### src/rtl/mem_arbiter.sv
// mem_arbiter
//   Shares one single-port memory between the instruction-fetch stage and
//   the MEM stage of a pipeline. A request for the memory is called a
//   requester; a requester is granted from IDLE, which starts an access.
//   An access holds the memory for LATENCY cycles, then returns to IDLE.
//   In that IDLE cycle the requester gets a registered one-cycle ready
//   pulse, and the read data is presented with it.
//   Data accesses win ties, but only up to MAX_DM_BURST consecutive grants
//   while a fetch is waiting. After that, the fetch gets the next tie.
//
// Ports
//   clk, rst                 clock, synchronous active-high reset
//   if_req, if_addr          fetch request and address
//   if_flush                 branch-taken cancel for the current fetch
//   if_rdata, if_ready       fetched instruction, one-cycle done pulse
//   dm_read, dm_write        MEM-stage load / store request
//   dm_addr, dm_wdata        MEM-stage address and store data
//   dm_rdata, dm_ready       load data, one-cycle done pulse
//   mem_en, mem_we           memory enable / write enable (first cycle only)
//   mem_addr, mem_wdata      memory address / write data (held for the access)
//   mem_rdata                memory read data
//   stall_if, stall_mem      pipeline freeze requests
module mem_arbiter #(
  parameter int LATENCY      = 2,
  parameter int MAX_DM_BURST = 4
) (
  input  logic        clk,
  input  logic        rst,
  input  logic        if_req,
  input  logic [31:0] if_addr,
  input  logic        if_flush,
  output logic [31:0] if_rdata,
  output logic        if_ready,
  input  logic        dm_read,
  input  logic        dm_write,
  input  logic [31:0] dm_addr,
  input  logic [31:0] dm_wdata,
  output logic [31:0] dm_rdata,
  output logic        dm_ready,
  output logic        mem_en,
  output logic        mem_we,
  output logic [31:0] mem_addr,
  output logic [31:0] mem_wdata,
  input  logic [31:0] mem_rdata,
  output logic        stall_if,
  output logic        stall_mem
);

  localparam logic [2:0] LAT3   = 3'(LATENCY);
  localparam logic [2:0] BURST3 = 3'(MAX_DM_BURST);

  typedef enum logic [1:0] {IDLE, IF_ACC, DM_ACC} state_t;

  state_t      state, next_state;
  logic [2:0]  cnt;
  logic [2:0]  dm_streak;
  logic        cancel;
  logic [31:0] addr_q, wdata_q;
  logic        we_q;
  logic        if_ready_q, dm_ready_q;
  logic [31:0] if_rdata_q, dm_rdata_q;

  logic if_elig, dm_elig, if_pending;
  logic grant_if, grant_dm;
  logic in_acc, first_cyc, last_cyc;

  // Eligibility and arbitration. A requester whose ready pulse is high this
  // cycle has just been served. It is not eligible again until the pipeline
  // has consumed the result. Because of this, the other side gets a ready
  // cycle whenever it is waiting.
  always_comb begin
    if_pending = if_req & ~if_ready_q;
    if_elig    = if_pending & ~if_flush;
    dm_elig    = (dm_read | dm_write) & ~dm_ready_q;
    grant_dm   = 1'b0;
    grant_if   = 1'b0;
    if (state == IDLE) begin
      if (dm_elig && (!if_elig || dm_streak != BURST3))
        grant_dm = 1'b1;
      else if (if_elig)
        grant_if = 1'b1;
    end
  end

  // The counter is loaded with LATENCY at grant and counts down once per
  // access cycle, so the first cycle is cnt==LATENCY and the last is cnt==1.
  // With LATENCY=1 both are the same cycle.
  always_comb begin
    in_acc    = (state == IF_ACC) || (state == DM_ACC);
    first_cyc = in_acc && (cnt == LAT3);
    last_cyc  = in_acc && (cnt == 3'd1);
  end

  // State register.
  always_ff @(posedge clk) begin
    if (rst)
      state <= IDLE;
    else
      state <= next_state;
  end

  // Next-state logic.
  always_comb begin
    next_state = state;
    case (state)
      IDLE: begin
        if (grant_dm)
          next_state = DM_ACC;
        else if (grant_if)
          next_state = IF_ACC;
      end
      IF_ACC, DM_ACC: begin
        if (last_cyc)
          next_state = IDLE;
      end
      default: next_state = IDLE;
    endcase
  end

  // Datapath. This block latches the request at grant, runs the access
  // counter and the burst counter, and registers the ready/rdata results.
  // A flush seen in any fetch cycle, including the last one, suppresses
  // the fetch result. The memory access itself still runs to the end.
  always_ff @(posedge clk) begin
    if (rst) begin
      cnt        <= 3'd0;
      dm_streak  <= 3'd0;
      cancel     <= 1'b0;
      addr_q     <= 32'd0;
      wdata_q    <= 32'd0;
      we_q       <= 1'b0;
      if_ready_q <= 1'b0;
      dm_ready_q <= 1'b0;
      if_rdata_q <= 32'd0;
      dm_rdata_q <= 32'd0;
    end else begin
      if_ready_q <= 1'b0;
      dm_ready_q <= 1'b0;
      case (state)
        IDLE: begin
          if (grant_dm) begin
            addr_q  <= dm_addr;
            wdata_q <= dm_wdata;
            we_q    <= dm_write;
            cnt     <= LAT3;
            if (if_pending && dm_streak != BURST3)
              dm_streak <= dm_streak + 3'd1;
          end else if (grant_if) begin
            addr_q    <= if_addr;
            wdata_q   <= 32'd0;
            we_q      <= 1'b0;
            cnt       <= LAT3;
            cancel    <= 1'b0;
            dm_streak <= 3'd0;
          end
        end
        IF_ACC: begin
          cnt <= cnt - 3'd1;
          if (if_flush)
            cancel <= 1'b1;
          if (last_cyc && !(cancel || if_flush)) begin
            if_ready_q <= 1'b1;
            if_rdata_q <= mem_rdata;
          end
        end
        DM_ACC: begin
          cnt <= cnt - 3'd1;
          if (last_cyc) begin
            dm_ready_q <= 1'b1;
            if (!we_q)
              dm_rdata_q <= mem_rdata;
          end
        end
        default: cnt <= 3'd0;
      endcase
    end
  end

  // Outputs. The enable strobes only in the first access cycle. The address
  // and write data come straight from the grant latches, so they stay
  // stable for the whole access.
  always_comb begin
    mem_en    = first_cyc;
    mem_we    = first_cyc & we_q;
    mem_addr  = addr_q;
    mem_wdata = wdata_q;
    if_ready  = if_ready_q;
    if_rdata  = if_rdata_q;
    dm_ready  = dm_ready_q;
    dm_rdata  = dm_rdata_q;
    stall_if  = if_req & ~if_ready_q;
    stall_mem = (dm_read | dm_write) & ~dm_ready_q;
  end

endmodule

### config.mk
export PLATFORM = sky130hd
export DESIGN_NAME = mem_arbiter
export DESIGN_NICKNAME = d
export VERILOG_FILES = /design/src/rtl/mem_arbiter.sv
export SDC_FILE = /design/constraint.sdc
export NUM_CORES = 1
export LEC_CHECK = 0
export BUFFER_PORTS_ARGS = -buffer_cell sky130_fd_sc_hd__buf_2
export CAP_MARGIN = 20
export CORE_ASPECT_RATIO = 2
export CORE_MARGIN = 1.5
export CORE_UTILIZATION = 49
export DETAILED_ROUTE_END_ITERATION = 12
export PLACE_DENSITY = 0.85
export SLEW_MARGIN = 20
export SYNTH_ARGS = -nofsm -noshare
export SYNTH_HDL_FRONTEND = slang
export SYNTH_SLANG_ARGS = --single-unit
### constraint.sdc
create_clock -name clk -period 2.69 [get_ports clk]
set_input_delay 0.1345 -clock clk [delete_from_list [all_inputs] [get_ports clk]]
set_output_delay 0.1345 -clock clk [all_outputs]
set_load 0.01 [all_outputs]
==> key figures, run 1 <==
Routing
  – Vias per cell: 5.34
  – First drt pass iteration count: 6
  – Number of routed nets with antenna violations: 0
  – Routed WL: 17.7 mm
  – DRC violations left: 0
  – Drt first-iter violations: 322
  – Total vias in the final route: 5945
  – Post-detailed-route wirelength per cell: 15.9 µm

Synth
  – Average footprint of a synthesized cell: 8.26 µm²
  – Leading register cell type out of synthesis: dfxtp_1
  – Commonest cells post-synth: dfxtp_1 (140), nand2_1 (134), nor2_1 (70), a21oi_1 (68), nor3_1 (67)
  – Post-Syn Nets: 792
  – Synthesized cell area: 0.00536 mm²
  – Cell count after synthesis: 649
  – Count of flip-flops with a built-in enable after synthesis: 0
  – Top cell type's share of synthesized area: 0.523
  – Warning count from the yosys run: 0
  – Share of flip-flops with an asynchronous set or reset after synthesis: 0
  – Seq cells post-synth: 140
  – Dominant cell type by area after synthesis: dfxtp_1
  – Most frequent cell after synthesis: dfxtp_1
  – Fraction of the yosys area taken by sequential cells: 0.523
  – Count of unique library cells instantiated by Yosys: 37
  – Cell types occupying the most area after synthesis: dfxtp_1 (52%), nand2_1 (9.4%), a21oi_1 (6.4%), nor3_1 (6.3%), nor2_1 (4.9%)

STA
  – Final number of setup-violating endpoints: 0
  – Worst-Margin Slew: 630 ps
  – Unrepaired setup endpoints after global routing: no
  – Worst hold slack: 15.7 ps
  – Fmax achieved: 498 MHz
  – Final period utilization: 0.747
  – Fin crit period: 2010 ps
  – Slew Limit Headroom: 0.580
  – Maximum clock skew at final layout: 15.5 ps
  – Summed negative setup slack over all endpoints: 0 ps
  – Final hold violations: 0
  – Total count of max-transition violations in the final report: 0

Setup path
  – Reg2reg setup slack: 680 ps
  – Buffers & Inverters on Critical Path: 2
  – CP Cell Sequence: inv_1 > ha_1 > nor2b_1 > and3_1 > buf_4 > nand2_1 > a21oi_1
  – Signal arrival time at the worst endpoint: 2330 ps
  – Cell family with most CP delay: simple AND/OR/NAND/NOR gates
  – Startpoint type of the worst setup path: flip-flop
  – Critical Path End Type: flip-flop
  – Worst Path Required: 3010 ps
  – Biggest cell delay along the critical path: 390 ps
  – Largest fanout on the critical path: 32
  – Setup CP Type: reg -> reg
  – Slowest cell on the critical path: dfxtp_1

Power and ir drop
  – Switch share: 0.301
  – Lkg Pwr: 3.67 nW
  – Post-layout power: 5.86 mW
  – Net switching power figure: 1.76 mW
  – Fraction of power consumed by sequential logic: 0.404
  – Largest vdd supply drop: 575 µV
  – Clock share of power: 0.387
  – Pint: 4.10 mW
  – Combinational group share of total power: 0.209
  – Power density cells: 734 mW/mm²

Global route
  – Global-route wire length before repair: 27.5 mm
  – Grt peak-use layer: met2
  – Met1 track demand over resource: 0.308
  – Met2 track demand over resource in global routing: 0.525
  – Via count of the first global-routing pass: 5776
  – GR Util All Layers: 0.295
  – Met3 capacity usage during global routing: 0.0861
  – Maximum number of pins on one net before global-route repair: 68
  – Remaining global-route overflow: 0
  – Number of antenna violations at the first check in global routing: 2

Die
  – # rows: 53
  – Height of the chip: 151 µm
  – Number of top-level pins: 268
  – DIE AREA: 0.0116 mm²
  – Horiz. Die Dim: 76.9 µm
  – Area of the placeable core: 0.0106 mm²
  – Initial core utilization: 0.505

Run
  – Count of max-cap constraint violations: 0

Clock tree
  – Sinks on Clock Net: 140
  – Clock Latency Late Sink: 410 ps
  – Max H-tree Level: 4
  – Clock tree from TritonCTS: done
  – CTS Buffer Depth: 2
  – Buffers inserted during post-CTS setup optimization: 0
  – Clock transition time at the flip-flop clock pins of the worst setup and hold paths: 60 ps
  – Root buffer cell: clkbuf_16
  – Number of buffers added by the clock tree synthesis step: 17
  – Post_cts resized: 0

Placed design
  – Final weighted congestion in routability-driven placement: 0.806
  – Total of buffers placed on input and output ports: 267
  – Post-DP HPWL: 10.9 mm

Outcome
  – Status: complete, no violations

Cells and area
  – Area growth syn-to-layout: 48.8%
  – Proportion of layout cells with a drive suffix above 1: 0.330
  – Number of nets at the end of the flow: 1104

Hold path
  – Path class of the lowest-slack min-delay path: in -> reg
layer usage:
metal  part of all wire  routed length, µm  vias up
li1                   -                  -     2826
met5                  0                  0        -
met3              0.083               1470       57
met4              0.038                669        0
met1               0.37               6500     2740
met2               0.51               9080      322
repair_timing:
item | in CTS | in global routing
hold buffers | 64 | 0
endpoints found under the setup margin | 0 | 0
endpoints found under the hold margin | 96 | 0
worst min-delay path: stages:
cell and delay (ps):
buf_2 90, nor2_1 90, nor3_1 50
path summary, 6_finish.rpt:
| path | start | end | cells after the start |
|---|---|---|---|
| max | state[1] | if_rdata[31] | 7 |
| min | dm_addr[29] | mem_addr[29] | 3 |
| max reg2reg | state[1] | if_rdata[31] | 7 |
| min reg2reg | dm_rdata[12] | dm_rdata[12] | 2 |
layout by cell type (no fill, tap or decap), types with 4 or more instances in the layout:
master	netlist	final
dfxtp_1	140	140
nor3_1	67	66
inv_6	0	5
nor2_1	70	70
clkinv_4	0	4
a22oi_1	33	33
o21ai_0	34	34
nand3_1	4	4
buf_4	5	11
ha_1	9	9
a21oi_1	68	68
nand2_1	134	134
inv_1	8	8
dlygate4sd3_1	0	64
buf_2	17	266
clkbuf_16	0	17
cell type report:
type	count	area [µm²]
diodes	2	5.00
clock buffers	19	453
clock inverters	13	131
fillers	788	2640
inverters	10	37.5
multi-input cells	450	2300
flip-flops and latches	140	2800
well taps	137	171
repair buffers	342	2070
flip-flops by register name, indices dropped and copies added, names as in the netlist:
name / flops
dm_ready: 1
state: 2
mem_wdata: 32
dm_rdata: 32
mem_addr: 32
if_ready: 1
dm_streak: 3
cnt: 3
cancel: 1
if_rdata: 32
we_q: 1
kinds of logic after synthesis:
kind of cell,share of synthesized area
AO/OA/AOI/OAI,0.164
adder cells (fa/ha/maj),0.0210
buffers and inverters,0.0530
AND/OR/NAND/NOR,0.233
multiplexers,0.00584
flip-flops,0.523
power groups by stage:
stage,Combinational [mW],Clock (mW),Sequential (mW)
after floorplan,0.635,0,2.47
final,1.23,2.27,2.36
after CTS,1.20,2.31,2.36
after global placement,1.10,0,2.39
after global routing,1.33,2.40,2.38
after detailed placement,1.13,0,2.40
through the flow:
stage / worst slack (ps) / cells / utilization / cell area, µm²
floorplan: 951 / 649 / - / 5360
global placement: 803 / 1015 / 0.636 / 6750
detailed placement: 731 / 1015 / 0.636 / 6750
CTS: 701 / 1111 / 0.751 / 7970
global route: 495 / 1113 / 0.752 / 7980
finish: 681 / 1113 / 0.752 / 7980
(Power assumes the default switching activity.)
==> inputs of run 2 (changes only) <==
--- a/config.mk
+++ b/config.mk
@@ -9,9 +9,9 @@
 export CAP_MARGIN = 20
 export CORE_ASPECT_RATIO = 2
 export CORE_MARGIN = 1.5
-export CORE_UTILIZATION = 49
+export CORE_UTILIZATION = 41
 export DETAILED_ROUTE_END_ITERATION = 12
-export PLACE_DENSITY = 0.85
+export PLACE_DENSITY = 0.76
 export SLEW_MARGIN = 20
 export SYNTH_ARGS = -nofsm -noshare
 export SYNTH_HDL_FRONTEND = slang
==> constraint.sdc (replaced) <==
create_clock -name clk -period 1.8 [get_ports clk]
set_input_delay 0.09 -clock clk [delete_from_list [all_inputs] [get_ports clk]]
set_output_delay 0.09 -clock clk [all_outputs]
set_load 0.01 [all_outputs]
==> run 2 against run 1 <==
Effect of this change: core utilization fell by 6.3 points; total power rose by 58%; sequential share of layout area fell by 3.1 points; via count rose by 3.7%; flip-flop and latch count did not move; first-iteration DRC count rose by 3.4%; fmax rose by 16%; largest power group is now the clock network; design area rose by 9.7%; routed wire length rose by 6.2%; cell count rose by 6.3%; sequential power rose by 49%; largest cell class unchanged.
==> key figures, run 2 (same netlist as run 1, synthesis figures left out) <==
Outcome
  – Status: complete, no violations (unchanged)

Cells and area
  – Number of diodes: 0 (was 2)
  – Proportion of layout cells with a drive suffix above 1: 0.322 (was 0.330)
  – Area growth syn-to-layout: 63.3% (was 48.8%)
  – Design area: 0.00875 mm² (was 0.00798 mm²)
  – Number of nets at the end of the flow: 1163 (was 1104)
  – Most frequent cells in the layout: buf_2 (266), dfxtp_1 (138), nand2_1 (134), dlygate4sd3_1 (113), nor2_1 (70) (was buf_2 (266), dfxtp_1 (140), nand2_1 (134), nor2_1 (70), a21oi_1 (68))
  – Layout Cells excl Fill: 1183 (was 1113)
  – Most frequent standard cell in the layout excluding fill and tap cells: buf_2 (unchanged)

STA
  – Fmax achieved: 576 MHz (was 498 MHz)
  – Worst-Margin Slew: 441 ps (was 630 ps)
  – Final period utilization: 0.965 (was 0.747)
  – Summed negative setup slack over all endpoints: 0 ps (unchanged)
  – Final hold violations: 0 (unchanged)
  – Slew Limit Headroom: 0.706 (was 0.580)
  – Final number of setup-violating endpoints: 0 (unchanged)
  – Unrepaired setup endpoints after global routing: yes (was no)
  – Total count of max-transition violations in the final report: 0 (unchanged)
  – Maximum clock skew at final layout: 10.8 ps (was 15.5 ps)
  – Post-layout worst setup margin: 63.9 ps (was 681 ps)
  – Fin crit period: 1740 ps (was 2010 ps)

Die
  – Horiz. Die Dim: 83.8 µm (was 76.9 µm)
  – Area of the placeable core: 0.0127 mm² (was 0.0106 mm²)
  – Height of the chip: 165 µm (was 151 µm)
  – # rows: 58 (was 53)
  – Initial core utilization: 0.422 (was 0.505)
  – DIE AREA: 0.0138 mm² (was 0.0116 mm²)
  – Number of top-level pins: 268 (unchanged)

Global route
  – Met2 track demand over resource in global routing: 0.470 (was 0.525)
  – Remaining global-route overflow: 0 (unchanged)
  – Global-route wire length before repair: 28.0 mm (was 27.5 mm)
  – Met3 capacity usage during global routing: 0.0620 (was 0.0861)
  – Maximum number of pins on one net before global-route repair: 97 (was 68)
  – Number of antenna violations at the first check in global routing: 0 (was 2)
  – GR Util All Layers: 0.253 (was 0.295)
  – Met1 track demand over resource: 0.248 (was 0.308)
  – Via count of the first global-routing pass: 5940 (was 5776)
  – Grt peak-use layer: met2 (unchanged)

Hold path
  – HP Start: if_addr[9] (was dm_addr[29])
  – Capture endpoint of the worst hold path: mem_addr[9] (was mem_addr[29])
  – Path class of the lowest-slack min-delay path: in -> reg (unchanged)
  – Instance count along the most critical hold path: 3 (unchanged)

Routing
  – Drt first-iter violations: 333 (was 322)
  – Post-detailed-route wirelength per cell: 15.9 µm (about the same)
  – Vias per cell: 5.21 (was 5.34)
  – Number of routed nets with antenna violations: 0 (unchanged)
  – Routed WL: 18.8 mm (was 17.7 mm)
  – Total vias in the final route: 6162 (was 5945)
  – DRC violations left: 0 (unchanged)
  – First drt pass iteration count: 5 (was 6)

Setup path
  – Buffers & Inverters on Critical Path: 2 (unchanged)
  – Signal arrival time at the worst endpoint: 2010 ps (was 2330 ps)
  – Startpoint type of the worst setup path: flip-flop (unchanged)
  – Worst reg2reg path startpoint: state[0] (was state[1])
  – Slowest cell on the critical path: or3_4 (was dfxtp_1)
  – Reg2reg setup slack: 60 ps (was 680 ps)
  – Setup CP Type: reg -> reg (unchanged)
  – CP Cell Sequence: inv_1 > ha_1 > nand2b_1 > or3_4 > buf_12 > nand2_1 > a21oi_1 (was inv_1 > ha_1 > nor2b_1 > and3_1 > buf_4 > nand2_1 > a21oi_1)
  – Largest fanout on the critical path: 32 (unchanged)
  – Worst Path Required: 2070 ps (was 3010 ps)
  – Cell family with most CP delay: simple AND/OR/NAND/NOR gates (unchanged)
  – Register-to-Register Path Depth: 7 (unchanged)
  – Critical Path End Type: flip-flop (unchanged)
  – Critical Path Stages: 7 (unchanged)
  – Biggest cell delay along the critical path: 390 ps (about the same)
  – RR Endpoint: dm_rdata[11] (was if_rdata[31])

Placed design
  – Total of buffers placed on input and output ports: 267 (unchanged)
  – Final weighted congestion in routability-driven placement: 0.839 (was 0.806)
  – Cell total after placement: 1031 (was 1015)
  – Placement-stage worst setup slack: 69.2 ps (was 731 ps)
  – Post-DP HPWL: 11.3 mm (was 10.9 mm)
  – Dpl cell area: 0.00690 mm² (was 0.00675 mm²)

Power and ir drop
  – Switch share: 0.290 (was 0.301)
  – Lkg Pwr: 4.01 nW (was 3.67 nW)
  – Fraction of power consumed by sequential logic: 0.380 (was 0.404)
  – Largest vdd supply drop: 827 µV (was 575 µV)
  – Clock share of power: 0.383 (was 0.387)
  – Pint: 6.58 mW (was 4.10 mW)
  – Power density cells: 1060 mW/mm² (was 734 mW/mm²)
  – Post-layout power: 9.27 mW (was 5.86 mW)
  – Net switching power figure: 2.69 mW (was 1.76 mW)
  – Combinational group share of total power: 0.237 (was 0.209)

Clock tree
  – Root buffer cell: clkbuf_16 (unchanged)
  – Max H-tree Level: 4 (unchanged)
  – Sinks on Clock Net: 140 (unchanged)
  – Clock tree from TritonCTS: done (unchanged)
  – CTS Buffer Depth: 2 (unchanged)
  – Number of buffers added by the clock tree synthesis step: 17 (unchanged)
  – Clock transition time at the flip-flop clock pins of the worst setup and hold paths: 60 ps (about the same)
  – Clock Latency Late Sink: 410 ps (about the same)

Run
  – Count of max-cap constraint violations: 0 (unchanged)
## run 2: changes by cell type in the layout (fill, tap and decap cells not counted), sizes merged
cell         delta
diode           -2
clkbuf          +2
clkinv          +2
buf             +8
bufinv          +2
inv             -2
clkinvlp        -2
dlygate4sd3    +49
## run 2: power by group through the flow
stage	combinational [mW]	clock (mW)	sequential, mW
CTS	1.99	3.63	3.51
global placement	1.76	0	3.57
detailed placement	1.78	0	3.57
finish	2.20	3.55	3.52
floorplan	0.949	0	3.69
global route	2.38	3.76	3.54
## run 2: final cells by class
cell class	instances	area, µm²
repair buffers	401	2800
multi-input cells	450	2320
well taps	150	188
flip-flops and latches	140	2810
fillers	971	3950
inverters	10	37.5
clock buffers	19	433
clock inverters	13	165
## run 2: routing by layer
layer / vias to the layer above / share of wire
met3: 79 / 0.055
li1: 2946 / -
met4: 0 / 0.047
met2: 301 / 0.54
met1: 2836 / 0.35
met5: - / 0
## run 2: per-stage QoR
step           hold slack [ps]   util
2_1_floorplan              226      -
3_3_place_gp               324  0.543
3_5_place_dp               333  0.543
4_1_cts                  0.699  0.679
5_1_grt                   9.09  0.689
6_report                  8.24  0.689
## run 2: how the worst max path moves through the flow
stage / slack (ps) / startpoint / endpoint
global placement: 110 / dm_streak[0] / mem_addr[23]
global route: -20 / state[1] / dm_rdata[11]
CTS: 9 / state[0] / mem_we
floorplan: 60 / state[0] / dm_rdata[10]
detailed placement: 70 / state[0] / dm_rdata[13]
finish: 60 / state[0] / dm_rdata[11]
## run 2: what timing repair did
item | 4_1_cts | 5_1_grt
setup endpoints to repair | 2 | 84
pin swaps | 0 | 2
gates cloned | 0 | 3
hold endpoints to repair | 135 | 0
hold buffers | 113 | 0
gates resized for setup | 1 | 5
buffers inserted | 0 | 4
## run 2: worst reg2reg max path, stage by stage (launching register included)
cell and delay, ps:
dfxtp_2 360, inv_1 70, ha_1 310, nand2b_1 110
or3_4 390, buf_12 180, nand2_1 110, a21oi_1 80
